$ cat src/rtl/minv_bin_euclid_ctrl.sv
// Binary extended-Euclid engine: result = a^-1 mod p for odd p.
// Each RUN cycle performs one halving or one subtraction on (u, x1) or
// (v, x2). On success it writes the minv flag register, telling the
// consumer whether the inverse came out of x1 (flag 0) or x2 (flag 1).
module minv_bin_euclid_ctrl #(
  parameter int WIDTH = 32
) (
  input  logic             clk,
  input  logic             rst_n,
  input  logic             start,
  input  logic [WIDTH-1:0] a_in,
  input  logic [WIDTH-1:0] p_in,
  output logic             busy,
  output logic             done,
  output logic             err,
  output logic [WIDTH-1:0] result,
  output logic             minv_flag_in,
  output logic             minv_flag_we
);

  typedef enum logic [1:0] {IDLE, RUN, FIN, ERR} state_t;

  localparam logic [WIDTH-1:0] ONE   = WIDTH'(1);
  localparam logic [WIDTH-1:0] THREE = WIDTH'(3);

  state_t           state, state_n;
  logic [WIDTH-1:0] u, v, x1, x2, p_q;
  logic [WIDTH-1:0] u_n, v_n, x1_n, x2_n, p_n;
  logic [WIDTH-1:0] result_n;
  logic             busy_n, done_n, err_n, flag_n, we_n;
  logic             bad_operands;

  // x/2 mod p: an odd x gets p added first. The sum is formed one bit wider
  // so that p close to 2^WIDTH cannot overflow before the shift.
  function automatic logic [WIDTH-1:0] half_mod(input logic [WIDTH-1:0] x,
                                                 input logic [WIDTH-1:0] m);
    logic [WIDTH:0] s;
    s = x[0] ? ({1'b0, x} + {1'b0, m}) : {1'b0, x};
    return WIDTH'(s >> 1);
  endfunction

  // (x - y) mod p for x, y already in [0, p-1]. Wrap-around in WIDTH bits
  // gives the correct value because the true result fits in WIDTH bits.
  function automatic logic [WIDTH-1:0] sub_mod(input logic [WIDTH-1:0] x,
                                                input logic [WIDTH-1:0] y,
                                                input logic [WIDTH-1:0] m);
    return (x >= y) ? (x - y) : (x - y + m);
  endfunction

  assign bad_operands = (a_in == '0) || !p_in[0] || (p_in < THREE) || (a_in >= p_in);

  // State register.
  always_ff @(posedge clk or negedge rst_n) begin
    if (!rst_n) state <= IDLE;
    else        state <= state_n;
  end

  // Next-state, working-register and registered-output decisions.
  always_comb begin
    state_n  = state;
    u_n      = u;
    v_n      = v;
    x1_n     = x1;
    x2_n     = x2;
    p_n      = p_q;
    busy_n   = busy;
    done_n   = 1'b0;
    err_n    = 1'b0;
    we_n     = 1'b0;
    flag_n   = minv_flag_in;
    result_n = result;
    case (state)
      IDLE: begin
        busy_n = 1'b0;
        if (start) begin
          p_n    = p_in;
          busy_n = 1'b1;
          if (bad_operands) begin
            state_n  = ERR;
            done_n   = 1'b1;
            err_n    = 1'b1;
            result_n = '0;
          end else begin
            u_n     = a_in;
            v_n     = p_in;
            x1_n    = ONE;
            x2_n    = '0;
            state_n = RUN;
          end
        end
      end
      RUN: begin
        if (u == '0 || v == '0) begin
          state_n  = ERR;
          done_n   = 1'b1;
          err_n    = 1'b1;
          result_n = '0;
        end else if (u == ONE || v == ONE) begin
          state_n = FIN;
          done_n  = 1'b1;
          we_n    = 1'b1;
          if (u == ONE) begin
            flag_n   = 1'b0;
            result_n = x1;
          end else begin
            flag_n   = 1'b1;
            result_n = x2;
          end
        end else if (!u[0]) begin
          u_n  = u >> 1;
          x1_n = half_mod(x1, p_q);
        end else if (!v[0]) begin
          v_n  = v >> 1;
          x2_n = half_mod(x2, p_q);
        end else if (u >= v) begin
          u_n  = u - v;
          x1_n = sub_mod(x1, x2, p_q);
        end else begin
          v_n  = v - u;
          x2_n = sub_mod(x2, x1, p_q);
        end
      end
      FIN, ERR: begin
        state_n = IDLE;
        busy_n  = 1'b0;
      end
      default: state_n = IDLE;
    endcase
  end

  // Working registers and registered outputs; reset clears everything so no
  // stray write strobe can follow an aborted operation.
  always_ff @(posedge clk or negedge rst_n) begin
    if (!rst_n) begin
      u            <= '0;
      v            <= '0;
      x1           <= '0;
      x2           <= '0;
      p_q          <= '0;
      busy         <= 1'b0;
      done         <= 1'b0;
      err          <= 1'b0;
      result       <= '0;
      minv_flag_in <= 1'b0;
      minv_flag_we <= 1'b0;
    end else begin
      u            <= u_n;
      v            <= v_n;
      x1           <= x1_n;
      x2           <= x2_n;
      p_q          <= p_n;
      busy         <= busy_n;
      done         <= done_n;
      err          <= err_n;
      result       <= result_n;
      minv_flag_in <= flag_n;
      minv_flag_we <= we_n;
    end
  end

endmodule

$ cat config.mk
export PLATFORM = sky130hd
export DESIGN_NAME = minv_bin_euclid_ctrl
export DESIGN_NICKNAME = d
export VERILOG_FILES = /design/src/rtl/minv_bin_euclid_ctrl.sv
export SDC_FILE = /design/constraint.sdc
export NUM_CORES = 1
export LEC_CHECK = 0
export CAP_MARGIN = 10
export CORE_MARGIN = 5
export CORE_UTILIZATION = 35
export DETAILED_ROUTE_END_ITERATION = 16
export PLACE_DENSITY = 0.5
export SLEW_MARGIN = 20
export SYNTH_ARGS = -nofsm -noshare
export SYNTH_HDL_FRONTEND = slang
export SYNTH_SLANG_ARGS = --single-unit
$ cat constraint.sdc
create_clock -name clk -period 6.6 [get_ports clk]
set_input_delay 1.32 -clock clk [delete_from_list [all_inputs] [get_ports clk]]
set_output_delay 1.32 -clock clk [all_outputs]
set_load 0.005 [all_outputs]
==> run_results.csv <==
group,metric,value,unit
status,status,"completed",
worst_hold_path,min_delay_worst_endpoint,"result[19]$_DFFE_PN0P_",
drt,drt-met1-wl,45.85,mm
worst_setup_path,critPathBufInv,2,
grt,grt_pass1_vias,24975,
layout,fillerInstances,7426,
drt,vias_per_cell,6.082,
floorplanning,die_h,277.1,um
cts,cts-root-buf,"clkbuf_16",
logic_synthesis,ys_ff_latch,199,
floorplanning,dieArea,76790,um^2
timing,finalClockSkew,0.01504,ns
worst_setup_path,timing.rr.end,"x1[30]$_DFFE_PN0P_",
cts,cts_setup_buffers,0,
cts,cts_tree,"done",
cts,clock-sinks,199,
cts,htreeDepth,4,
worst_setup_path,crit_family,"compound AO/OA/AOI/OAI gates",
drt,drtAntennaViolNets,0,
worst_setup_path,startpoint_type,"flip-flop",
worst_setup_path,r2r_cells,22,
worst_hold_path,whs_path_depth,1,
drt,wl_per_cell,24.52,um
grt,track_usage,25.68,%
layout,fin_nets,3589,
logic_synthesis,synth_edf_count,0,
worst_setup_path,path_cells,"inv_1 -> ha_1 -> inv_1 -> fa_1 -> nand3_1 -> a21oi_1 -> o31ai_1 -> a2111oi_1 -> nor2_1 -> o21ai_1 -> a31oi_1 -> xnor2_1 -> ha_1 -> nand2_1 -> nor2_1 -> a211oi_1 -> o21ai_0 -> a21oi_1 -> nor2_1 -> or3_1 -> a21oi_1 -> o41ai_1",
floorplanning,ios,104,
floorplanning,die_x,277.1,um
cts,clk_pin_slew_worst_paths,0.09,ns
layout,areaGrowthSynthToFinish,9.430,%
cts,ctsResizeCount,0,
drt,highest_layer,"met4",
worst_hold_path,hp-class,"reg -> reg",
timing,setup_violations,0,
worst_hold_path,min_from,"result[19]$_DFFE_PN0P_",
logic_synthesis,synth_xor_area_share,7.401,%
worst_setup_path,end_kind,"flip-flop",
logic_synthesis,syn_area_per_cell,7.669,um^2
timing,fin_tns_setup,0,ns
logic_synthesis,synth_cells,3256,
drt,drtIter0Drc,2297,
logic_synthesis,synthMuxAreaShare,2.866,%
worst_setup_path,cp_max_fo,9,
grt,grt_max_degree,106,
cts,insertion_delay,0.52,ns
drt,drtPass1Iterations,6,
logic_synthesis,synthSimpleGateAreaFrac,17.22,%
grt,antenna_found_initial,3,
logic_synthesis,ys_types,96,
worst_setup_path,max_stage_delay,0.64,ns
logic_synthesis,netlist_area,24970,um^2
drt,num_vias,25488,
logic_synthesis,synth_top_flop_cell,"dfrtp_1",
timing,fin_crit,5.672,ns
worst_setup_path,crit_arrival,6.07,ns
timing,worst_pin_slew,1.124,ns
placement,gp_congestion,1.004,
timing,fin_crit_sh,85.94,%
drt,wirelength,102.8,mm
floorplanning,start_util,35.11,%
grt,grt_pass1_wl,154.4,mm
job,cap_violations,0,
logic_synthesis,synth_fp_nets,3617,
worst_setup_path,crit_required,7.00,ns
placement,dp_hpwl,79.99,mm
layout,drive_above_1_share,4.443,%
cts,ctsLongestPathBuffers,2,
worst_setup_path,rr_startpoint,"x1[0]$_DFFE_PN0P_",
logic_synthesis,synth-async-reset-ratio,100.0,%
cts,cts_buffers,17,
cts,holdBufCountCts,0,
layout,layout_commonest_cell,"a21oi_1",
timing,relSlewSlack,24.44,%
worst_setup_path,reg2reg_slack,0.93,ns
logic_synthesis,ys_seq_area_share,19.94,%
placement,port_buffers,103,
timing,hold_viol,0,
timing,fin_hold_ws,0.5061,ns
timing,slew_violations,0,
logic_synthesis,synth_compound_area_share,31.29,%
drt,routed-wl-met3,5.335,mm
worst_setup_path,slowest_stage,"a2111oi_1",
grt,gr-total-overflow,0,
logic_synthesis,synth_top_family_by_area,"compound AO/OA/AOI/OAI gates",
worst_setup_path,path_class,"reg -> reg",
floorplanning,rows,98,
floorplanning,core_area,71120,um^2
drt,met2_length,47.44,mm
drt,drc,0,
layout,layout_common_cells,"a21oi_1, nand2_1, ha_1",
logic_synthesis,synth-adder-area-share,14.97,%
layout,insertedDiodeCount,0,
logic_synthesis,yosys_warnings,0,
timing,fmax,0.1763,GHz
timing,rsz0062_at_grt,"no",
==> area by class of cell <==
type	instances	area, um^2	area share [%]
sequential	199	4984	18.24
clock inverter	15	178.9	0.6548
clock buffer	17	425.4	1.557
tap	950	1189	4.350
multi-input combinational	2663	18480	67.61
timing repair buffer	132	1266	4.634
inverter	215	807.0	2.953
==> metal layers <==
layer	GRT usage (%)	vias up
met5	0	-
met4	10.16	0
met3	2.841	193
met2	42.29	955
met1	34.59	12416
li1	-	11924
==> sequential cells by signal, summed over array words and instances (netlist names), 2 cells and up <==
name and flops:
x1 32, state 2, result 32, p_q 32
u 32, v 32, x2 32
==> worst max path at each step <==
stage	cells past startpoint	slack (ns)	startpoint	to
finish	22	0.93	x1[0]$_DFFE_PN0P_	x1[30]$_DFFE_PN0P_
global route	21	0.55	x1[0]$_DFFE_PN0P_	x1[31]$_DFFE_PN0P_
CTS	21	0.97	x1[0]$_DFFE_PN0P_	x1[31]$_DFFE_PN0P_
detailed placement	21	0.99	x1[0]$_DFFE_PN0P_	x1[31]$_DFFE_PN0P_
global placement	22	1.09	x1[0]$_DFFE_PN0P_	x1[30]$_DFFE_PN0P_
floorplan	24	2.00	x2[0]$_DFFE_PN0P_	x2[31]$_DFFE_PN0P_
==> stage by stage <==
stage | area, um^2 | utilization (%) | worst slack [ns] | std cells
after global placement | 26720 | 37.57 | 1.090 | 4159
after floorplan | 24970 | - | 1.998 | 3256
after CTS | 27330 | 38.42 | 0.9718 | 4191
final | 27330 | 38.42 | 0.9277 | 4191
after global routing | 27330 | 38.42 | 0.5549 | 4191
after detailed placement | 26720 | 37.57 | 0.9941 | 4159
==> synthesized netlist by cell type (all sizes together), types with 29 or more instances <==
cell type	count	area, um^2
a211oi	55	412.9
a21o	140	1051
a21oi	310	1570
a221oi	44	391.6
a22o	49	429.2
a31oi	37	237.7
and3	30	187.7
buf	51	279.0
clkbuf	128	490.5
dfrtp	199	4980
ha	286	3578
inv	213	799.5
mux2	36	405.4
mux2i	31	310.3
nand2	291	1095
nand3	55	275.3
nand4	41	256.5
nor2	200	753.2
nor2b	38	237.7
nor3	99	500.5
nor4	38	259.0
o211ai	37	277.8
o21a	34	255.2
o21ai	267	1336
o31ai	29	217.7
xnor2	132	1156
xor2	79	691.9
==> cell families after synthesis <==
| kind of cell | Yosys count |
|---|---|
| multiplexers | 67 |
| XOR/XNOR | 211 |
| AO/OA/AOI/OAI | 1194 |
| flip-flops | 199 |
| buffers and inverters | 394 |
| adder cells (fa/ha/maj) | 294 |
| AND/OR/NAND/NOR | 897 |
Power is left out: the tool's default activity adds up to more than one toggle a clock period on the data nets, which glitch-free logic cannot reach.
